==> config.mk <==
export PLATFORM = sky130hd
export DESIGN_NAME = div_seq
export DESIGN_NICKNAME = d
export VERILOG_FILES = /design/src/rtl/div_seq.sv
export SDC_FILE = /design/constraint.sdc
export NUM_CORES = 1
export LEC_CHECK = 0
export BUFFER_PORTS_ARGS = -buffer_cell sky130_fd_sc_hd__buf_4
export CORE_MARGIN = 2
export CORE_UTILIZATION = 45
export DETAILED_ROUTE_END_ITERATION = 8
export PLACE_DENSITY = 0.75
export SLEW_MARGIN = 20
export SYNTH_ARGS = -nofsm -noshare
export SYNTH_HDL_FRONTEND = slang
export SYNTH_SLANG_ARGS = --single-unit
==> constraint.sdc <==
create_clock -name clk -period 3.2 [get_ports clk]
set_input_delay 0.48 -clock clk [delete_from_list [all_inputs] [get_ports clk]]
set_output_delay 0.48 -clock clk [all_outputs]
set_load 0.02 [all_outputs]
==> src/rtl/div_seq.sv <==
// Multi-cycle sequencer for the 32-bit divide resource used by div.w/div.wu/mod.w/mod.wu.
// Radix-2 restoring divide on magnitudes, then a sign fix-up; the result is held until write-back takes it.
module div_seq #(
  parameter int unsigned XLEN = 32
) (
  input  logic            clk,
  input  logic            rst,
  input  logic            cancel,
  input  logic            in_valid,
  output logic            in_ready,
  input  logic [1:0]      in_op,
  input  logic [XLEN-1:0] in_src1,
  input  logic [XLEN-1:0] in_src2,
  input  logic [4:0]      in_waddr,
  output logic            out_valid,
  input  logic            out_ready,
  output logic [XLEN-1:0] out_result,
  output logic [4:0]      out_waddr,
  output logic            busy
);

  typedef enum logic [2:0] {
    S_IDLE,
    S_PREP,
    S_ITER,
    S_SIGN,
    S_DONE
  } state_e;

  state_e          state_q;
  logic [1:0]      op_q;
  logic [XLEN-1:0] src1_q;
  logic [XLEN-1:0] src2_q;
  logic [XLEN-1:0] dvsr_q;
  logic [XLEN-1:0] rem_q;
  logic [XLEN-1:0] quo_q;
  logic [5:0]      cnt_q;
  logic            q_neg_q;
  logic            r_neg_q;
  logic [XLEN-1:0] result_q;
  logic [4:0]      waddr_q;

  logic [XLEN-1:0] src1_abs;
  logic [XLEN-1:0] src2_abs;
  logic [XLEN:0]   rem_sh;
  logic [XLEN:0]   trial;
  logic [XLEN-1:0] rem_d;
  logic [XLEN-1:0] quo_d;
  logic [XLEN-1:0] quo_fix;
  logic [XLEN-1:0] rem_fix;

  always_comb begin
    src1_abs = (op_q[0] && src1_q[XLEN-1]) ? ('0 - src1_q) : src1_q;
    src2_abs = (op_q[0] && src2_q[XLEN-1]) ? ('0 - src2_q) : src2_q;
    // rem < divisor always holds, so 33 bits suffice for both the shift and the trial sign
    rem_sh   = {rem_q, quo_q[XLEN-1]};
    trial    = rem_sh - {1'b0, dvsr_q};
    rem_d    = trial[XLEN] ? rem_sh[XLEN-1:0] : trial[XLEN-1:0];
    quo_d    = {quo_q[XLEN-2:0], ~trial[XLEN]};
    quo_fix  = q_neg_q ? ('0 - quo_q) : quo_q;
    rem_fix  = r_neg_q ? ('0 - rem_q) : rem_q;
  end

  always_ff @(posedge clk or negedge rst) begin
    if (!rst) begin
      state_q  <= S_IDLE;
      op_q     <= '0;
      src1_q   <= '0;
      src2_q   <= '0;
      dvsr_q   <= '0;
      rem_q    <= '0;
      quo_q    <= '0;
      cnt_q    <= '0;
      q_neg_q  <= 1'b0;
      r_neg_q  <= 1'b0;
      result_q <= '0;
      waddr_q  <= '0;
    end else if (cancel) begin
      state_q <= S_IDLE;
    end else begin
      unique case (state_q)
        S_IDLE: begin
          if (in_valid) begin
            op_q    <= in_op;
            src1_q  <= in_src1;
            src2_q  <= in_src2;
            waddr_q <= in_waddr;
            state_q <= S_PREP;
          end
        end
        S_PREP: begin
          quo_q   <= src1_abs;
          dvsr_q  <= src2_abs;
          rem_q   <= '0;
          cnt_q   <= 6'd31;
          q_neg_q <= op_q[0] & (src1_q[XLEN-1] ^ src2_q[XLEN-1]);
          r_neg_q <= op_q[0] & src1_q[XLEN-1];
          if (src2_q == '0) begin
            result_q <= op_q[1] ? src1_q : '1;
            state_q  <= S_DONE;
          end else begin
            state_q <= S_ITER;
          end
        end
        S_ITER: begin
          rem_q <= rem_d;
          quo_q <= quo_d;
          cnt_q <= cnt_q - 6'd1;
          if (cnt_q == '0) state_q <= S_SIGN;
        end
        S_SIGN: begin
          result_q <= op_q[1] ? rem_fix : quo_fix;
          state_q  <= S_DONE;
        end
        S_DONE: begin
          if (out_ready) state_q <= S_IDLE;
        end
        default: state_q <= S_IDLE;
      endcase
    end
  end

  assign in_ready   = (state_q == S_IDLE);
  assign out_valid  = (state_q == S_DONE);
  assign busy       = (state_q != S_IDLE);
  assign out_result = result_q;
  assign out_waddr  = waddr_q;

endmodule
==> metrics.cfg, run 1 <==
[hold_path]
worstHoldStart = cancel
min_to = state_q[1]
hold_class = input pin to flip-flop
hold_depth = 2

[power]
clkPwrFrac = 0.173
pwr-share-comb = 0.549
p_int_mw = 9.965
sw_frac_of_total = 0.4263
cellPowerDensity_nw_per_um2 = 1080
p_leak_nw = 7.303
p_sw_mw = 7.406
seq_power_share = 0.278
ir_drop_uv = 519.5

[synth]
yosysMostFrequentCell = dfrtp_1
synth_cell_types = 62
synth-seq-cells = 210
synth-edff-count = 0
syn_nets = 1584
synthDominantCellAreaShare = 0.3966
ys_seq_area_frac = 0.3966
syn-cell-area_sq_um = 13250
netlist_instances = 1469
yosysWarningCount = 0
syn_avg_cell_area_sq_um = 9.020
synthFlopType = dfrtp_1
yosys.area.top_type = dfrtp_1
async_reset_ff_frac = 1.000
yosys-top-cells-area = dfrtp_1 (40%), mux2_2 (6.3%), o21ai_0 (6.0%)
synth.top_cells.by_count = dfrtp_1 (210), nand2_1 (164), o21ai_0 (158), a21oi_1 (102), nor2_1 (89)

[floorplan]
die-area_sq_um = 30830
die_w_microns = 175.6
rows = 62
start_util = 0.4592
fp.dieH_microns = 175.6
ioPinCount = 116
core-area_sq_um = 28860

[run_status]
violations = setup timing
outcome = finished, violations left

[placement]
port_buffers = 115
hpwl_microns = 25610
dp_cells = 1963
gp_congestion = 0.9227

[global_route]
gr-usage-all-layers = 0.2350
grt_overflow = 0
grt_pass1_wl_microns = 59510
grt_max_degree = 89
antenna_found_initial = 0
grt_pass1_vias = 11579

[critical_path]
crit_arrival_ns = 3.73
worstSetupPathType = flip-flop to flip-flop
cp-end-kind = flip-flop
r2r_cells = 15
r2r-end = rem_q[26]
r2r_slack_ns = -0.08
regToRegStartpoint = dvsr_q[0]
cp-start-kind = flip-flop
crit_fanout = 12
required_ns = 3.65

[timing]
finalCritPeriodShare = 1.026
tightest_slew_ns = 1.079
final.setup.tns_ns = -1.516
min_period_ns = 3.284
finalHoldViolations = 0
rsz0062_at_grt = true
setup_violations = 32
timing.slew.headroom = 0.2805
skew_ns = 0.02002
slew_violations = 0
fmax_mhz = 304.5
setup_ws_ns = -0.08383

[finish]
syn_to_final_growth_pct = 21.39
final_nets = 1731
final_cells = 2016
drive_above_1_share = 0.2279
diodes = 0

[detailed_routing]
wl_per_cell_microns = 17.87
totalWireLength_microns = 36020
vias = 11657
avgViaCountPerCell = 5.782
first_pass_iters = 6
drtIter0Drc = 1035
drc = 0
drtAntennaViolNets = 0

[clock_tree]
tritoncts = done
insertion_delay_ns = 0.54
cts_root_buf = clkbuf_16
cts_buffer_depth = 3
cts_sinks = 210
htree_levels = 1
numCtsBuffers = 25
cts.clk_slew.worst_paths_ns = 0.06

[job]
maxCapViolations = 0

cell families after synthesis:
kind of cell	after synthesis	share of synthesized area
AO/OA/AOI/OAI	434	0.2019
XOR/XNOR	144	0.09575
adder cells (fa/ha/maj)	39	0.03739
multiplexers	99	0.08178
buffers and inverters	139	0.04155
flip-flops	210	0.3966
AND/OR/NAND/NOR	404	0.1450
final cells by class:
| class | instances | area, sq um |
|---|---|---|
| Fill cell | 2519 | 12770 |
| Inverter | 55 | 206.4 |
| Timing Repair Buffer | 204 | 1625 |
| Multi-Input combinational cell | 1120 | 7652 |
| Sequential cell | 210 | 5255 |
| Clock inverter | 8 | 121.4 |
| Tap cell | 384 | 480.5 |
| Clock buffer | 35 | 743.2 |
per-layer routing:
| metal | global-route usage | wire, microns | part of all wire |
|---|---|---|---|
| met1 | 0.3198 | 15590 | 0.43 |
| met2 | 0.3845 | 16950 | 0.47 |
| met3 | 0.03139 | 2232 | 0.062 |
| met4 | 0.08574 | 1245 | 0.035 |
| met5 | 0 | 0 | 0 |
power by group through the flow:
stage	Clock, mW	Combinational, mW	Sequential, mW
after floorplan	0	6.31	4.66
after global placement	0	8.59	4.76
after detailed placement	0	8.81	4.80
after CTS	3.05	9.18	4.77
after global routing	3.17	10.5	4.96
final	3.00	9.54	4.83
through the flow:
stage / hold slack (ns) / instance area (sq um) / total power, mW / utilization / setup slack [ns]
3_3_place_gp: 0.4641 / 14950 / 13.35 / 0.5182 / 0.02274
2_1_floorplan: 0.1844 / 13280 / 10.98 / - / -0.03132
3_5_place_dp: 0.4690 / 14950 / 13.61 / 0.5182 / -0.1185
5_1_grt: 0.1543 / 16080 / 18.61 / 0.5574 / -0.2667
4_1_cts: 0.1339 / 15910 / 17.00 / 0.5512 / -0.06754
6_report: 0.1560 / 16080 / 17.37 / 0.5574 / -0.08383
registers in the layout, summed over array words and instances, names as in the netlist:
| name | cells |
|---|---|
| src1_q | 32 |
| out_result | 32 |
| out_waddr | 5 |
| cnt_q | 6 |
| dvsr_q | 32 |
| r_neg_q | 1 |
| state_q | 3 |
| op_q | 2 |
| quo_q | 32 |
| q_neg_q | 1 |
| rem_q | 32 |
| src2_q | 32 |
worst max-delay path: stages, from the launching register on:
cell	delay [ns]
dfrtp_1	0.41
ha_4	0.18
fa_2	0.34
nand2b_4	0.15
a21o_1	0.19
a211oi_2	0.25
a21oi_2	0.11
o21ai_2	0.19
a21oi_2	0.09
o41ai_2	0.25
buf_4	0.20
xor2_4	0.22
buf_4	0.17
buf_8	0.14
nand3_1	0.09
a31oi_1	0.22
repair_timing:
action,in CTS,in global routing
pin swaps,1,7
setup endpoints to repair,33,47
hold buffers,1,0
resized for setup,3,35
gates cloned,1,0
setup buffers,4,4
endpoints found under the hold margin,60,0
placed cells by master, fill, tap and decap left out, types with 10 or more instances in the layout:
cell type  count
nand2_1      164
nand2b_1      10
a221oi_1      17
mux2_2        74
xnor2_1       59
nor2_1        87
o41ai_1       10
o31ai_1       21
a21oi_1      101
xor2_1        84
ha_1          36
mux2i_1       23
inv_1         54
nand3b_1      11
nor3_1        13
clkbuf_16     25
buf_4        194
dfrtp_1      210
a21o_1        44
nand3_1       35
o21ai_0      150
or3_1         12
o21ai_1       31
worst max path at each step:
stage	start	endpoint	depth (start not counted)
after floorplan	quo_q[31]	rem_q[10]	14
after global placement	dvsr_q[0]	rem_q[21]	14
after detailed placement	dvsr_q[0]	rem_q[18]	14
after CTS	dvsr_q[0]	rem_q[1]	14
after global routing	quo_q[31]	rem_q[20]	16
final	dvsr_q[0]	rem_q[26]	15
Power figures use the tool's default switching activity.
==> inputs of run 2 (changes only) <==
- CORE_UTILIZATION: 45 -> 25
- PLACE_DENSITY: 0.75 -> 0.51
- TNS_END_PERCENT: unset -> 1
==> run 2 against run 1 <==
  * The flow still finishes with violations (setup timing)
  * Wire length up 5.8%
  * Sequential share of layout area decreased by 0.89 points
  * Flip-flop and latch count unchanged
  * Clock-buffer cell count shrank 1
  * Non-clock buffer count increased by 9
  * First-iteration DRC count is 30% lower
  * Die area grew 78%
  * Utilization down 24 points
  * Critical path type unchanged
  * Critical endpoint is now rem_q[1]
==> metrics.cfg, run 2 (synthesized netlist as in run 1, its figures left out) <==
[run_status]
outcome = finished, violations left
violations = setup timing

[floorplan]
die_w_microns = 234.2
start_util = 0.2526
rows = 84
die-area_sq_um = 54860
fp.dieH_microns = 234.2
core-area_sq_um = 52450
ioPinCount = 116

[finish]
mostFrequentLayoutCells = dfrtp_1 (210), buf_4 (203), nand2_1 (164), o21ai_0 (151), a21oi_1 (101)
syn_to_final_growth_pct = 24.80
final_cells = 2338
final_common_cell = dfrtp_1
drive_above_1_share = 0.2309
final_area_sq_um = 16540
utilization = 0.3153
diodes = 0
final_nets = 1743

[timing]
whs_ns = 0.1194
final.setup.tns_ns = -0.01643
finalCritPeriodShare = 1.004
skew_ns = 0.03304
min_period_ns = 3.212
timing.slew.headroom = 0.4325
fmax_mhz = 311.3
rsz0062_at_grt = true
setup_ws_ns = -0.01241
tightest_slew_ns = 0.8513
finalHoldViolations = 0
slew_violations = 0
setup_violations = 3

[critical_path]
cp_slowest_cell = dfrtp_1
path_buf_inv = 2
cp-start-kind = flip-flop
crit_fanout = 8
required_ns = 3.67
cp_cell_sequence = ha_4 > fa_2 > nand2b_4 > a21o_1 > a211oi_2 > a21oi_2 > o21ai_2 > a21oi_2 > o41ai_2 > buf_4 > xor2_4 > buf_12 > mux2_2 > o21ai_0
crit_arrival_ns = 3.68
cp_top_family = compound AO/OA/AOI/OAI gates
crit_top_cell = a21oi_2
worstSetupPathType = flip-flop to flip-flop
slowest_delay_ns = 0.42
cp-end-kind = flip-flop

[power]
clkPwrFrac = 0.185
p_int_mw = 9.988
seq_power_share = 0.275
sw_frac_of_total = 0.4264
finalPower_mw = 17.41
p_leak_nw = 7.380
p_sw_mw = 7.426
ir_drop_uv = 529.6
cellPowerDensity_nw_per_um2 = 1053
pwr-share-comb = 0.540

[placement]
dp_cells = 2282
gp_congestion = 0.9041
hpwl_microns = 28780
port_buffers = 115
placed_area_sq_um = 15420
preCtsSetupSlack_ns = -0.1875

[global_route]
grt_pass1_wl_microns = 61640
grt_overflow = 0
gr-usage-all-layers = 0.1405
grt_pass1_vias = 10948
grt_max_degree = 89
antenna_found_initial = 0

[detailed_routing]
vias = 11192
totalWireLength_microns = 38100
drtAntennaViolNets = 0
avgViaCountPerCell = 4.787
wl_per_cell_microns = 16.30
drtIter0Drc = 729
drc = 0
first_pass_iters = 5

[clock_tree]
cts.clk_slew.worst_paths_ns = 0.06
insertion_delay_ns = 0.58
cts_buffer_depth = 3
htree_levels = 1
cts_root_buf = clkbuf_16
numCtsBuffers = 28
tritoncts = done
cts_sinks = 210

[job]
maxCapViolations = 0

[hold_path]
hold_class = input pin to flip-flop

run 2: changes by cell type in the layout (fill, tap and decap cells not counted), sizes merged:
cell / previous run / this run
buf: 202 / 212
clkbuf: 36 / 34
clkinv: 3 / 11
clkinvlp: 1 / 3
run 2: path summary, 6_finish.rpt:
path / startpoint / to / cells after the start / slack [ns]
worst max-delay path: dvsr_q[0] / rem_q[1] / 14 / -0.01
worst min-delay path: cancel / state_q[1] / 2 / 0.12
worst max register to register: dvsr_q[0] / rem_q[1] / 14 / -0.01
worst min register to register: dvsr_q[17] / dvsr_q[17] / 2 / 0.47
max in group asynchronous: rst / rem_q[12] / 3 / 1.85
min in group asynchronous: rst / quo_q[6] / 2 / 0.46
run 2: timing repair:
| action | CTS | global route |
|---|---|---|
| buffers inserted | 3 | 0 |
| gates resized for setup | 4 | 25 |
| pin swaps | 3 | 4 |
| hold endpoints to repair | 64 | 0 |
| endpoints found under the setup margin | 32 | 44 |
| hold buffers | 1 | 0 |
run 2: worst reg2reg max path, delay by kind of cell (launching register included):
| kind | cells | cell delay [ns] |
|---|---|---|
| AO/OA/AOI/OAI | 7 | 1.23 |
| adder cells (fa/ha/maj) | 2 | 0.51 |
| flip-flops | 1 | 0.42 |
| multiplexers | 1 | 0.33 |
| buffers and inverters | 2 | 0.33 |
| XOR/XNOR | 1 | 0.17 |
| AND/OR/NAND/NOR | 1 | 0.15 |
run 2: per-layer routing:
metal	vias to the layer above	global-route usage	routed length [microns]
met5	-	0	0
met4	0	0.03066	716
met3	50	0.02274	1868
met2	255	0.2220	17230
met1	5350	0.2007	18280
li1	5537	-	-
run 2: power by group through the flow:
stage	Combinational [mW]	Clock, mW	Sequential (mW)
final	9.41	3.22	4.79
after global routing	10.5	3.43	4.96
after CTS	9.28	3.32	4.77
after detailed placement	9.02	0	4.81
after global placement	8.95	0	4.78
after floorplan	6.29	0	4.66
run 2: layout make-up:
cell class	count	area, sq um
Fill cell	5460	35910
Multi-Input combinational cell	1120	7587
Sequential cell	210	5255
Timing Repair Buffer	213	1678
Tap cell	688	860.8
Clock buffer	34	753.2
Inverter	55	206.4
Clock inverter	18	195.2
==> inputs of run 3 (changes only) <==
- REMOVE_ABC_BUFFERS: unset -> 1
==> run 3 against run 2 <==
  * The flow now finishes without violations
  * Worst hold slack gained 0.032 ns
  * Utilization shrank 0.16 points
  * Register-to-register slack gained 0.02 ns
  * Cell count shrank 0.38%
  * Combinational power is essentially flat
  * Die area is the same
  * First-iteration DRC count shrank 22%
  * Via count shrank 1.3%
  * Wire length shrank 1.8%
  * Critical path depth grew 1
  * Non-clock buffer count shrank 1
  * Critical path type unchanged
  * Largest power group unchanged
  * Highest routed layer unchanged
==> metrics.cfg, run 3 (synthesized netlist as in run 1, its figures left out) <==
[clock_tree]
insertion_delay_ns = 0.55
cts_root_buf = clkbuf_16
cts.clk_slew.worst_paths_ns = 0.06
cts_buffer_depth = 3
cts_sinks = 210
htree_levels = 1
tritoncts = done
numCtsBuffers = 26

[job]
maxCapViolations = 0

[timing]
final.setup.tns_ns = 0
setup_violations = 0
fmax_mhz = 312.9
timing.slew.headroom = 0.4322
slew_violations = 0
skew_ns = 0.01614
finalCritPeriodShare = 0.9988
min_period_ns = 3.196
rsz0062_at_grt = true
tightest_slew_ns = 0.8517
finalHoldViolations = 0

[critical_path]
crit_arrival_ns = 3.60
cp-start-kind = flip-flop
crit_fanout = 8
slowest_delay_ns = 0.41
worstSetupPathType = flip-flop to flip-flop
cp-end-kind = flip-flop
required_ns = 3.60
crit_top_cell = a21oi_2
cp_cell_sequence = ha_4 > fa_2 > nand2b_4 > a21o_1 > a211oi_2 > a21oi_2 > o21ai_2 > a21oi_2 > o41ai_2 > buf_4 > xor2_4 > buf_12 > buf_8 > mux2i_1 > o21ai_1
cp_slowest_cell = dfrtp_1

[global_route]
grtUsageMet3 = 0.01897
antenna_found_initial = 0
grt_overflow = 0
grt.busiest_layer = met2
grt_pass1_wl_microns = 60840
grt.met1_usage = 0.1872
grt_pass1_vias = 10924
gr-usage-all-layers = 0.1377
grtUsageMet2 = 0.2270
grt_max_degree = 89

[floorplan]
fp.dieH_microns = 234.2
start_util = 0.2526
rows = 84
ioPinCount = 116
die-area_sq_um = 54860
die_w_microns = 234.2
core-area_sq_um = 52450

[finish]
final_cells = 2329
mostFrequentLayoutCells = dfrtp_1 (210), buf_4 (202), nand2_1 (164), o21ai_0 (149), a21oi_1 (101)
drive_above_1_share = 0.2291
final_common_cell = dfrtp_1
syn_to_final_growth_pct = 24.17
final_nets = 1740
diodes = 0

[power]
finalPower_mw = 17.08
clkPwrFrac = 0.172
seq_power_share = 0.275
p_sw_mw = 7.209
p_int_mw = 9.871
cellPowerDensity_nw_per_um2 = 1038
sw_frac_of_total = 0.4221
pwr-share-comb = 0.552
ir_drop_uv = 539.7
p_leak_nw = 7.338

[detailed_routing]
wl_per_cell_microns = 16.06
drtAntennaViolNets = 0
avgViaCountPerCell = 4.742
drtIter0Drc = 566
totalWireLength_microns = 37410
drc = 0
first_pass_iters = 5
vias = 11043

[placement]
hpwl_microns = 28140
gp_congestion = 0.8377
dp_cells = 2280
port_buffers = 115

[run_status]
outcome = finished clean

[hold_path]
hold_class = input pin to flip-flop

[run 3: cell types whose count changed in the layout (fill, tap and decap cells not counted), sizes merged]
cell      delta
clkinvlp     -1
bufinv       -1
buf          -1
inv          -1
clkbuf       +2
clkinv       -7
[run 3: critical path, delay by kind of cell (launching register included)]
family	cells	cell delay, ns
adder cells (fa/ha/maj)	2	0.52
XOR/XNOR	1	0.16
buffers and inverters	3	0.46
AND/OR/NAND/NOR	1	0.15
AO/OA/AOI/OAI	7	1.17
multiplexers	1	0.20
flip-flops	1	0.41
[run 3: what timing repair did]
action / in CTS / in global routing
cloned: 1 / 0
gates resized for setup: 21 / 21
endpoints found under the setup margin: 36 / 62
endpoints found under the hold margin: 55 / 0
buffers inserted: 3 / 0
pin swaps: 6 / 2
hold buffers: 1 / 0
[run 3: worst paths after layout]
| check | slack, ns | from | depth (start not counted) | endpoint |
|---|---|---|---|---|
| worst max-delay path | 0.004 | dvsr_q[0] | 15 | rem_q[5] |
| worst min-delay path | 0.15 | cancel | 2 | state_q[1] |
| worst max register to register | 0.004 | dvsr_q[0] | 15 | rem_q[5] |
| worst min register to register | 0.47 | out_result[24] | 1 | out_result[24] |
| max in group asynchronous | 1.91 | rst | 3 | src2_q[30] |
| min in group asynchronous | 0.43 | rst | 2 | src2_q[0] |
[run 3: cell type report]
class	count	area (sq um)
flip-flops and latches	210	5255
well taps	688	860.8
fillers	5475	35990
clock inverters	8	95.09
clock buffers	36	749.5
inverters	55	206.4
multi-input cells	1120	7612
repair buffers	212	1674
[run 3: metal layers]
metal  share of wire  wire length [microns]
met1            0.47                  17610
met2            0.46                  17350
met3           0.042                   1572
met4           0.024                    880
met5               0                      0
[run 3: power by group through the flow]
stage	logic (mW)	clock network, mW	registers (mW)
floorplan	5.99	0	4.76
global placement	8.93	0	4.69
detailed placement	9.01	0	4.72
CTS	9.39	3.05	4.69
global route	10.5	3.14	4.87
finish	9.44	2.95	4.70
[run 3: per-stage QoR]
step	utilization	setup WS [ns]	area [sq um]	hold WS, ns
2_1_floorplan	-	-3.640	12910	0.1844
3_3_place_gp	0.2935	-0.2416	15390	0.4422
3_5_place_dp	0.2935	-0.3624	15390	0.4443
4_1_cts	0.3122	-0.07469	16370	0.1267
5_1_grt	0.3137	-0.2182	16450	0.1315
6_report	0.3137	0.003740	16450	0.1509
